[config.mk]
export PLATFORM = sky130hd
export DESIGN_NAME = instr_issuer
export DESIGN_NICKNAME = d
export VERILOG_FILES = /design/src/rtl/instr_issuer.sv
export SDC_FILE = /design/constraint.sdc
export NUM_CORES = 1
export LEC_CHECK = 0
export CORE_UTILIZATION = 40
export CTS_CLUSTER_SIZE = 40
export DETAILED_ROUTE_END_ITERATION = 10
export PLACE_DENSITY = 0.67
export REMOVE_ABC_BUFFERS = 1
export SLEW_MARGIN = 5
export SYNTH_ARGS = -nofsm -noshare
export SYNTH_HDL_FRONTEND = slang
export SYNTH_SLANG_ARGS = --single-unit
[constraint.sdc]
create_clock -name clk -period 2.62 [get_ports clk]
set_input_delay 0.524 -clock clk [delete_from_list [all_inputs] [get_ports clk]]
set_output_delay 0.524 -clock clk [all_outputs]
set_load 0.05 [all_outputs]
[src/rtl/instr_issuer.sv]
// Purpose : program buffer of DEPTH 12-bit words, loaded in IDLE, issued once (or looped) in RUN.
// Latency : first word is presented 1 cycle after start is sampled; one word per cycle after that.
// Backpr. : out_ready low holds instruction/out_valid steady; no word is skipped or duplicated.
//
// Optional feature: define ISSUE_REPEAT_EN to add the repeat_mode input.
//
// Ports
//   clk, rst     single clock, asynchronous active-high reset
//   load_en      append load_data to the program (IDLE only, dropped when full)
//   load_data    instruction word {opcode[11:9], a[8:6], b[5:3], d[2:0]}
//   clear        empty the program and clear overflow (IDLE only, top priority)
//   start        begin issuing the stored program (IDLE only)
//   out_ready    downstream accepts the presented word
//   repeat_mode  (ISSUE_REPEAT_EN only) at the last transfer, loop back to word 0
//   instruction  registered issued word, 0 whenever out_valid is low
//   out_valid    instruction is valid
//   busy         high in RUN
//   done         one-cycle pulse after the last transfer
//   prog_count   number of stored words
//   full         prog_count == DEPTH
//   overflow     sticky: a load was attempted while full
module instr_issuer #(
    parameter int DEPTH = 16
) (
    input  logic                     clk,
    input  logic                     rst,
    input  logic                     load_en,
    input  logic [11:0]              load_data,
    input  logic                     clear,
    input  logic                     start,
    input  logic                     out_ready,
`ifdef ISSUE_REPEAT_EN
    input  logic                     repeat_mode,
`endif
    output logic [11:0]              instruction,
    output logic                     out_valid,
    output logic                     busy,
    output logic                     done,
    output logic [$clog2(DEPTH):0]   prog_count,
    output logic                     full,
    output logic                     overflow
);

    localparam int AW    = $clog2(DEPTH);
    localparam int CNT_W = AW + 1;
    localparam logic [CNT_W-1:0] DEPTH_C = CNT_W'(DEPTH);

    typedef enum logic [1:0] {
        IDLE = 2'd0,
        RUN  = 2'd1,
        DONE = 2'd2
    } state_t;

    state_t           state, state_nxt;
    logic [11:0]      prog_mem [DEPTH];
    logic [AW-1:0]    wr_ptr, wr_ptr_nxt;
    logic [AW-1:0]    rd_ptr, rd_ptr_nxt;
    logic [CNT_W-1:0] count_nxt;
    logic             ovf_nxt;
    logic [11:0]      instr_nxt;
    logic             valid_nxt;
    logic             mem_we;
    logic             last_word;
    logic             loop_back;

    assign busy = (state == RUN);
    assign done = (state == DONE);
    assign full = (prog_count == DEPTH_C);

    // rd_ptr addresses the word currently on the output
    assign last_word = ({1'b0, rd_ptr} == (prog_count - CNT_W'(1)));

`ifdef ISSUE_REPEAT_EN
    assign loop_back = repeat_mode;
`else
    assign loop_back = 1'b0;
`endif

    always_ff @(posedge clk or posedge rst) begin
        if (rst) begin
            state       <= IDLE;
            wr_ptr      <= '0;
            rd_ptr      <= '0;
            prog_count  <= '0;
            overflow    <= 1'b0;
            instruction <= 12'h000;
            out_valid   <= 1'b0;
        end else begin
            state       <= state_nxt;
            wr_ptr      <= wr_ptr_nxt;
            rd_ptr      <= rd_ptr_nxt;
            prog_count  <= count_nxt;
            overflow    <= ovf_nxt;
            instruction <= instr_nxt;
            out_valid   <= valid_nxt;
        end
    end

    // Program storage is intentionally not reset; prog_count = 0 hides stale words.
    always_ff @(posedge clk) begin
        if (mem_we) begin
            prog_mem[wr_ptr] <= load_data;
        end
    end

    always_comb begin
        state_nxt  = state;
        wr_ptr_nxt = wr_ptr;
        rd_ptr_nxt = rd_ptr;
        count_nxt  = prog_count;
        ovf_nxt    = overflow;
        instr_nxt  = instruction;
        valid_nxt  = out_valid;
        mem_we     = 1'b0;

        case (state)
            IDLE: begin
                instr_nxt = 12'h000;
                valid_nxt = 1'b0;
                if (clear) begin
                    wr_ptr_nxt = '0;
                    count_nxt  = '0;
                    ovf_nxt    = 1'b0;
                end else if (start) begin
                    if (prog_count != '0) begin
                        state_nxt  = RUN;
                        rd_ptr_nxt = '0;
                        instr_nxt  = prog_mem[0];
                        valid_nxt  = 1'b1;
                    end else begin
                        state_nxt = DONE;
                    end
                end else if (load_en) begin
                    if (!full) begin
                        mem_we     = 1'b1;
                        wr_ptr_nxt = wr_ptr + AW'(1);
                        count_nxt  = prog_count + CNT_W'(1);
                    end else begin
                        ovf_nxt = 1'b1;
                    end
                end
            end

            RUN: begin
                if (out_valid && out_ready) begin
                    if (last_word) begin
                        if (loop_back) begin
                            rd_ptr_nxt = '0;
                            instr_nxt  = prog_mem[0];
                        end else begin
                            state_nxt = DONE;
                            instr_nxt = 12'h000;
                            valid_nxt = 1'b0;
                        end
                    end else begin
                        rd_ptr_nxt = rd_ptr + AW'(1);
                        instr_nxt  = prog_mem[rd_ptr + AW'(1)];
                    end
                end
            end

            DONE: begin
                state_nxt = IDLE;
                instr_nxt = 12'h000;
                valid_nxt = 1'b0;
            end

            default: begin
                state_nxt = IDLE;
                instr_nxt = 12'h000;
                valid_nxt = 1'b0;
            end
        endcase
    end

endmodule

==> metrics.txt, run 1 <==
setup violators final=0; Die Y=around 150 µm; clock-pin slew on the worst setup and hold paths=0.06 ns; overall power=7.15 mW; TritonCTS clock tree=yes; antenna diode count=0; Slew @ Worst Pin=approximately 1.2 ns; DR WL/cell=between 20 and 25 µm; Cells after DPL=around 830; critical path required time=2.10 ns; antenna violations before repair=0; vias=about 4700; max_cap viols=0; first-pass GRT wire length=30000 µm; Synth Register Bits=roughly 220; Clk Latency, worst-skew pair=about 0.50 ns; crit-path max cell delay=around 0.83 ns; Crit-path slowest cell=clkdlybuf4s50_1; Overflow after GRT=0; Synth area leader=edfxtp_1; Hold Path Class=in -> async; post-route DRC violation count=0; Root Buffer=clkbuf_16; First DRT Iteration DRCs=between 300 and 400; critical-path cell list=nor2b_1 > clkdlybuf4s50_1; count of pins over their slew limit=0; final hold violation count=0; Initial DRT Pass Iterations=7; gp weighted congestion=0.781; layout cells sized above 1=approximately 22%; top cells by count, synth=edfxtp_1, mux2i_1, mux4_2; synth unique cells=56; Mapped Cells=approximately 500; Relative slew margins=~22%; Worst Path Max Fanout=7; Critical Path Stages=2; Setup TNS=0 ns; Core Area=~0.023 mm²; worst setup path startpoint=state[1]; port buffer count=39; vias in the first global route=4826; clock sink count=~220; final worst path period share=a little over nine tenths; min Tclk post-route=around 2.6 ns; htree depth=1; Clock Skew=0.00566 ns; most instantiated library cell after synthesis=edfxtp_1; Worst EP arrival=just over 2 ns; number of vias per cell=between 5 and 6; maximum VDD drop=0.000372 V; EDFF count, synth=about 190; Setup crit end kind=output pin; CTS Buf Count=23; IO Pins=40; Row Count=55; GRT Resource Usage Total=between 10% and 20%; deepest clock path buffer count=3; Routed WL=19600 µm; fin util=between 40% and 50%; post-DP HPWL=between 10000 and 15000 µm; Worst R2R Path Depth=7; area share of the largest cell type after synthesis=a little over three fifths; leakage dissipation=about 3.6 nW; Crit Reg-Reg Startpoint=rd_ptr[1]; Starting Density=40.8%; final antenna-violating net count=0; Die W=154 µm; Crit Path Category=reg -> out; fmax=between 300 and 400 MHz; sequential share of the synthesized area=70.5%; NumNets Final=597; Buf/Inv on CP=1; largest net degree at the start of global routing=between 40 and 50; run status=finished, final reports clean; synth top area cells=edfxtp_1, dfrtp_1, mux4_2; final cell count without fillers=~870; Synth async-reset ratio=between 10% and 20%; Die Area=0.0236 mm²; delay-heaviest family, CP=buffers and inverters; RSZ-0062 raised after global routing=false; crit path launch type=flip-flop; Most used DFF post-synth=edfxtp_1; Layout area overhead=18.4%; Ys Warns=0; Mapped Area=around 0.0092 mm²; Power Density=~660 mW/mm²; syn_area_per_cell=roughly 19 µm²
through the flow:
stage / instance area, µm² / worst slack [ns] / hold slack (ns)
finish: 10900 / 0.0533 / 0.416
global route: 10900 / 0.0347 / 0.463
CTS: 10900 / 0.0603 / 0.432
detailed placement: 10200 / 0.00339 / 0.498
global placement: 10200 / 0.0355 / 0.483
floorplan: 8990 / -2.10 / 0.472
cells by family after synthesis:
| logic type | share of synthesized area [%] |
|---|---|
| adders and majority gates | 0.951 |
| AOI/OAI and AO/OA | 4.00 |
| buffers and inverters | 2.85 |
| muxes | 15.9 |
| xor gates and xnor gates | 1.44 |
| and+or+nand+nor | 4.38 |
| DFF | 70.5 |
placed cells by master, fill, tap and decap left out, drive strengths merged, types with 4 or more instances in the layout:
cell	netlist	layout
clkinv	0	7
nor2	24	24
dfrtp	29	29
mux4	36	36
nor4	4	4
xor2	9	9
ha	7	7
nand2	6	6
buf	17	36
and2	9	9
a22oi	12	12
edfxtp	192	192
mux2	13	13
o21ai	16	16
clkbuf	6	27
mux2i	48	48
inv	13	14
a21oi	15	15
xnor2	4	4
clkdlybuf4s50	0	37
worst reg2reg max path: stages, from the launching register on:
cell and delay (ns):
dfrtp_1 0.44, ha_2 0.29, xor2_4 0.30, buf_4 0.28, mux4_2 0.51, mux2_4 0.28, a21oi_2 0.16, o21ai_2 0.06
final timing paths:
| path | to | slack, ns |
|---|---|---|
| worst min register to register | instruction[4] | 0.51 |
| min in group clk | instruction[4] | 0.51 |
| max in group asynchronous | rd_ptr[0] | 1.85 |
| worst max register to register | instruction[4] | 0.19 |
| worst max-delay path | done | 0.05 |
| worst min-delay path | instruction[11] | 0.42 |
sequential cells by signal, indices dropped and copies added (netlist names):
| signal | count |
|---|---|
| overflow | 1 |
| prog_count | 5 |
| wr_ptr | 4 |
| instruction | 12 |
| state | 2 |
| rd_ptr | 4 |
| out_valid | 1 |
| prog_mem | 192 |
where the power goes:
group / leakage, nW / switching [mW] / internal, mW
clock network: 0.364 / 1.27 / 1.93
registers: 2.12 / 0.00132 / 3.83
logic: 1.08 / 0.0835 / 0.0365
cell type report:
| class | count | area, µm² |
|---|---|---|
| multi-input cells | 239 | 2490 |
| flip-flops and latches | 221 | 6490 |
| fillers | 1824 | 11700 |
| clock buffers | 27 | 601 |
| well taps | 285 | 357 |
| repair buffers | 74 | 774 |
| clock inverters | 12 | 139 |
| inverters | 13 | 48.8 |
metal layers:
metal	wire length, µm	up-vias	global-route usage, %
li1	-	2113	-
met2	10200	114	30.3
met5	0	-	0
met4	414	0	4.10
met3	767	30	2.00
met1	8190	2431	22.2
timing repair:
item	4_1_cts	5_1_grt
hold endpoints to repair	0	0
gates resized for setup	1	0
buffers inserted	0	0
setup endpoints to repair	1	0
hold buffers	0	0
Note: power is estimated with default switching activity, not from simulation.
==> run 2, diff against run 1 <==
--- a/config.mk
+++ b/config.mk
@@ -8,6 +8,7 @@
 export CORE_UTILIZATION = 40
 export CTS_CLUSTER_SIZE = 40
 export DETAILED_ROUTE_END_ITERATION = 10
+export MAX_ROUTING_LAYER = met4
 export PLACE_DENSITY = 0.67
 export REMOVE_ABC_BUFFERS = 1
 export SLEW_MARGIN = 5
==> run 2 against run 1 <==
Effect of this change:
- clock skew about the same
- final cell count unchanged
- wire length increased by 0.15%
- fmax increased by 0.30%
- worst setup slack improved by 0.0077 ns
- clock power about the same
- clock-buffer cell count unchanged
- power about the same
- sequential share of layout area unchanged
- via count decreased by 0.92%
- flip-flop and latch count unchanged
- global-route usage increased by 0.50 points
==> metrics.txt, run 2 (synthesis gave the netlist of run 1 again) <==
Root Buffer=clkbuf_16; Crit Reg-Reg Startpoint=rd_ptr[1]; Worst R2R Path Depth=7 (unchanged); clock-pin slew on the worst setup and hold paths=0.06 ns (about the same); number of vias per cell=5.33 (-0.92%); fill count=1824 (unchanged); Power Density=656 mW/mm² (about the same); Relative slew margins=20.9% (-1.1 points); fin util=48.3% (unchanged); crit-path max cell delay=0.83 ns (about the same); capturing point of the worst reg2reg path=instruction[4]; First DRT Iteration DRCs=371 (+9.1%); reg2reg setup slack=0.19 ns (about the same); critical path required time=2.10 ns (about the same); most common cell after layout, fill and taps aside=edfxtp_1; min Tclk post-route=2.56 ns (-0.00768 ns); port buffer count=39 (unchanged); final worst path period share=97.7% (-0.29 points); overall power=7.15 mW (about the same); Clock Skew=0.00527 ns (-0.000391 ns); clock sink count=221 (unchanged); crit path to=done; setup violators final=0 (unchanged); Die Y=154 µm (unchanged); most flop-heavy register=prog_mem; max_cap viols=0 (unchanged); IO Pins=40 (unchanged); commonest cells after routing, fill and taps aside=edfxtp_1, mux2i_1, clkdlybuf4s50_1; Die W=154 µm (unchanged); vias in the first global route=4829 (+0.062%); Worst EP arrival=2.04 ns (about the same); final hold violation count=0 (unchanged); WHS=0.412 ns (-0.00381 ns); critical-path cell list=nor2b_1 > clkdlybuf4s50_1; NumNets Final=597 (unchanged); antenna violations before repair=0 (unchanged); Die Area=0.0236 mm² (unchanged); largest net degree at the start of global routing=43 (unchanged); Worst Path Max Fanout=7 (unchanged); count of pins over their slew limit=0 (unchanged); crit path launch type=flip-flop; max FFs per register=192 (unchanged); Crit-path slowest cell=clkdlybuf4s50_1; leakage dissipation=3.56 nW (unchanged); post-DP HPWL=13000 µm (unchanged); DR WL/cell=22.5 µm (+0.15%); deepest clock path buffer count=3 (unchanged); Post-CTS Setup Bufs=0 (unchanged); run status=finished, final reports clean; Core Area=0.0226 mm² (unchanged); layout cells sized above 1=22.0% (unchanged); Layout area overhead=18.4% (unchanged); GRT Resource Usage Total=17.5% (+0.50 points); post-route DRC violation count=0 (unchanged); Largest regs=prog_mem: 192 flops, instruction: 12 flops, prog_count: 5 flops; first-pass GRT wire length=30000 µm (about the same); gp weighted congestion=0.791 (+1.4%); Crit Path Category=reg -> out; Setup crit end kind=output pin; CTS Hold Bufs=0 (unchanged); Clk Latency, worst-skew pair=0.50 ns (about the same); vias=4645 (-0.92%); fmax=391 MHz (+0.30%); maximum VDD drop=0.000371 V (-0.23%); Hold Path Class=in -> async; Starting Density=40.8% (unchanged); antenna diode count=0 (unchanged); Overflow after GRT=0 (unchanged); TritonCTS clock tree=yes; htree depth=1 (unchanged); CTS Buf Count=23 (unchanged); Slew @ Worst Pin=1.18 ns (+0.0167 ns); RSZ-0062 raised after global routing=false; worst setup path startpoint=state[1]; Routed WL=19600 µm (+0.15%); Row Count=55 (unchanged); final antenna-violating net count=0 (unchanged); Initial DRT Pass Iterations=5 (-2)
==> run 2: cell counts in the layout (fill, tap and decap cells not counted) <==
No cell type changed its count.
==> run 2: area by class of cell <==
class,count,area (µm²),share of cell area [%]
clock buffer,27,601,5.51
clock inverter,12,139,1.27
timing repair buffer,74,774,7.10
tap,285,357,3.27
sequential,221,6490,59.5
inverter,13,48.8,0.448
multi-input combinational,239,2490,22.8
==> run 2: through the flow <==
step / setup TNS (ns) / cells / worst slack [ns] / area (µm²)
after floorplan: -82.75 / 473 / -2.10 / 8990
after global placement: 0 / 832 / 0.0355 / 10200
after detailed placement: 0 / 832 / 0.00339 / 10200
after CTS: 0 / 871 / 0.0603 / 10900
after global routing: 0 / 871 / 0.0347 / 10900
final: 0 / 871 / 0.0610 / 10900
==> run 2: what timing repair did <==
action | in CTS | in global routing
gates resized for setup | 1 | 0
setup endpoints to repair | 1 | 0
hold endpoints to repair | 0 | 0
==> run 2: how the worst min path moves through the flow <==
stage | to | depth (start not counted) | from | slack, ns
3_3_place_gp | overflow | 2 | overflow | 0.48
6_report | instruction[11] | 3 | rst | 0.41
5_1_grt | instruction[11] | 3 | rst | 0.46
2_1_floorplan | instruction[4] | 2 | prog_mem[0][4] | 0.47
3_5_place_dp | instruction[4] | 2 | prog_mem[0][4] | 0.50
4_1_cts | instruction[8] | 3 | rst | 0.43
==> run 2: per-layer routing <==
metal | track usage [%] | share of wire [%]
met1 | 22.2 | 43
met2 | 30.2 | 52
met3 | 1.97 | 3.5
met4 | 4.10 | 2.0
met5 | - | 0
==> run 2: power by group <==
part	internal (mW)	total [mW]	switching, mW
Clock	1.93	3.20	1.27
Combinational	0.0365	0.120	0.0839
Sequential	3.83	3.83	0.00138
Total	5.79	7.15	1.36
==> run 2: critical path, delay by kind of cell, from the launching register on <==
| family | cells | cell delay [ns] |
|---|---|---|
| AND/OR/NAND/NOR | 1 | 0.22 |
| flip-flops | 1 | 0.49 |
| buffers and inverters | 1 | 0.83 |
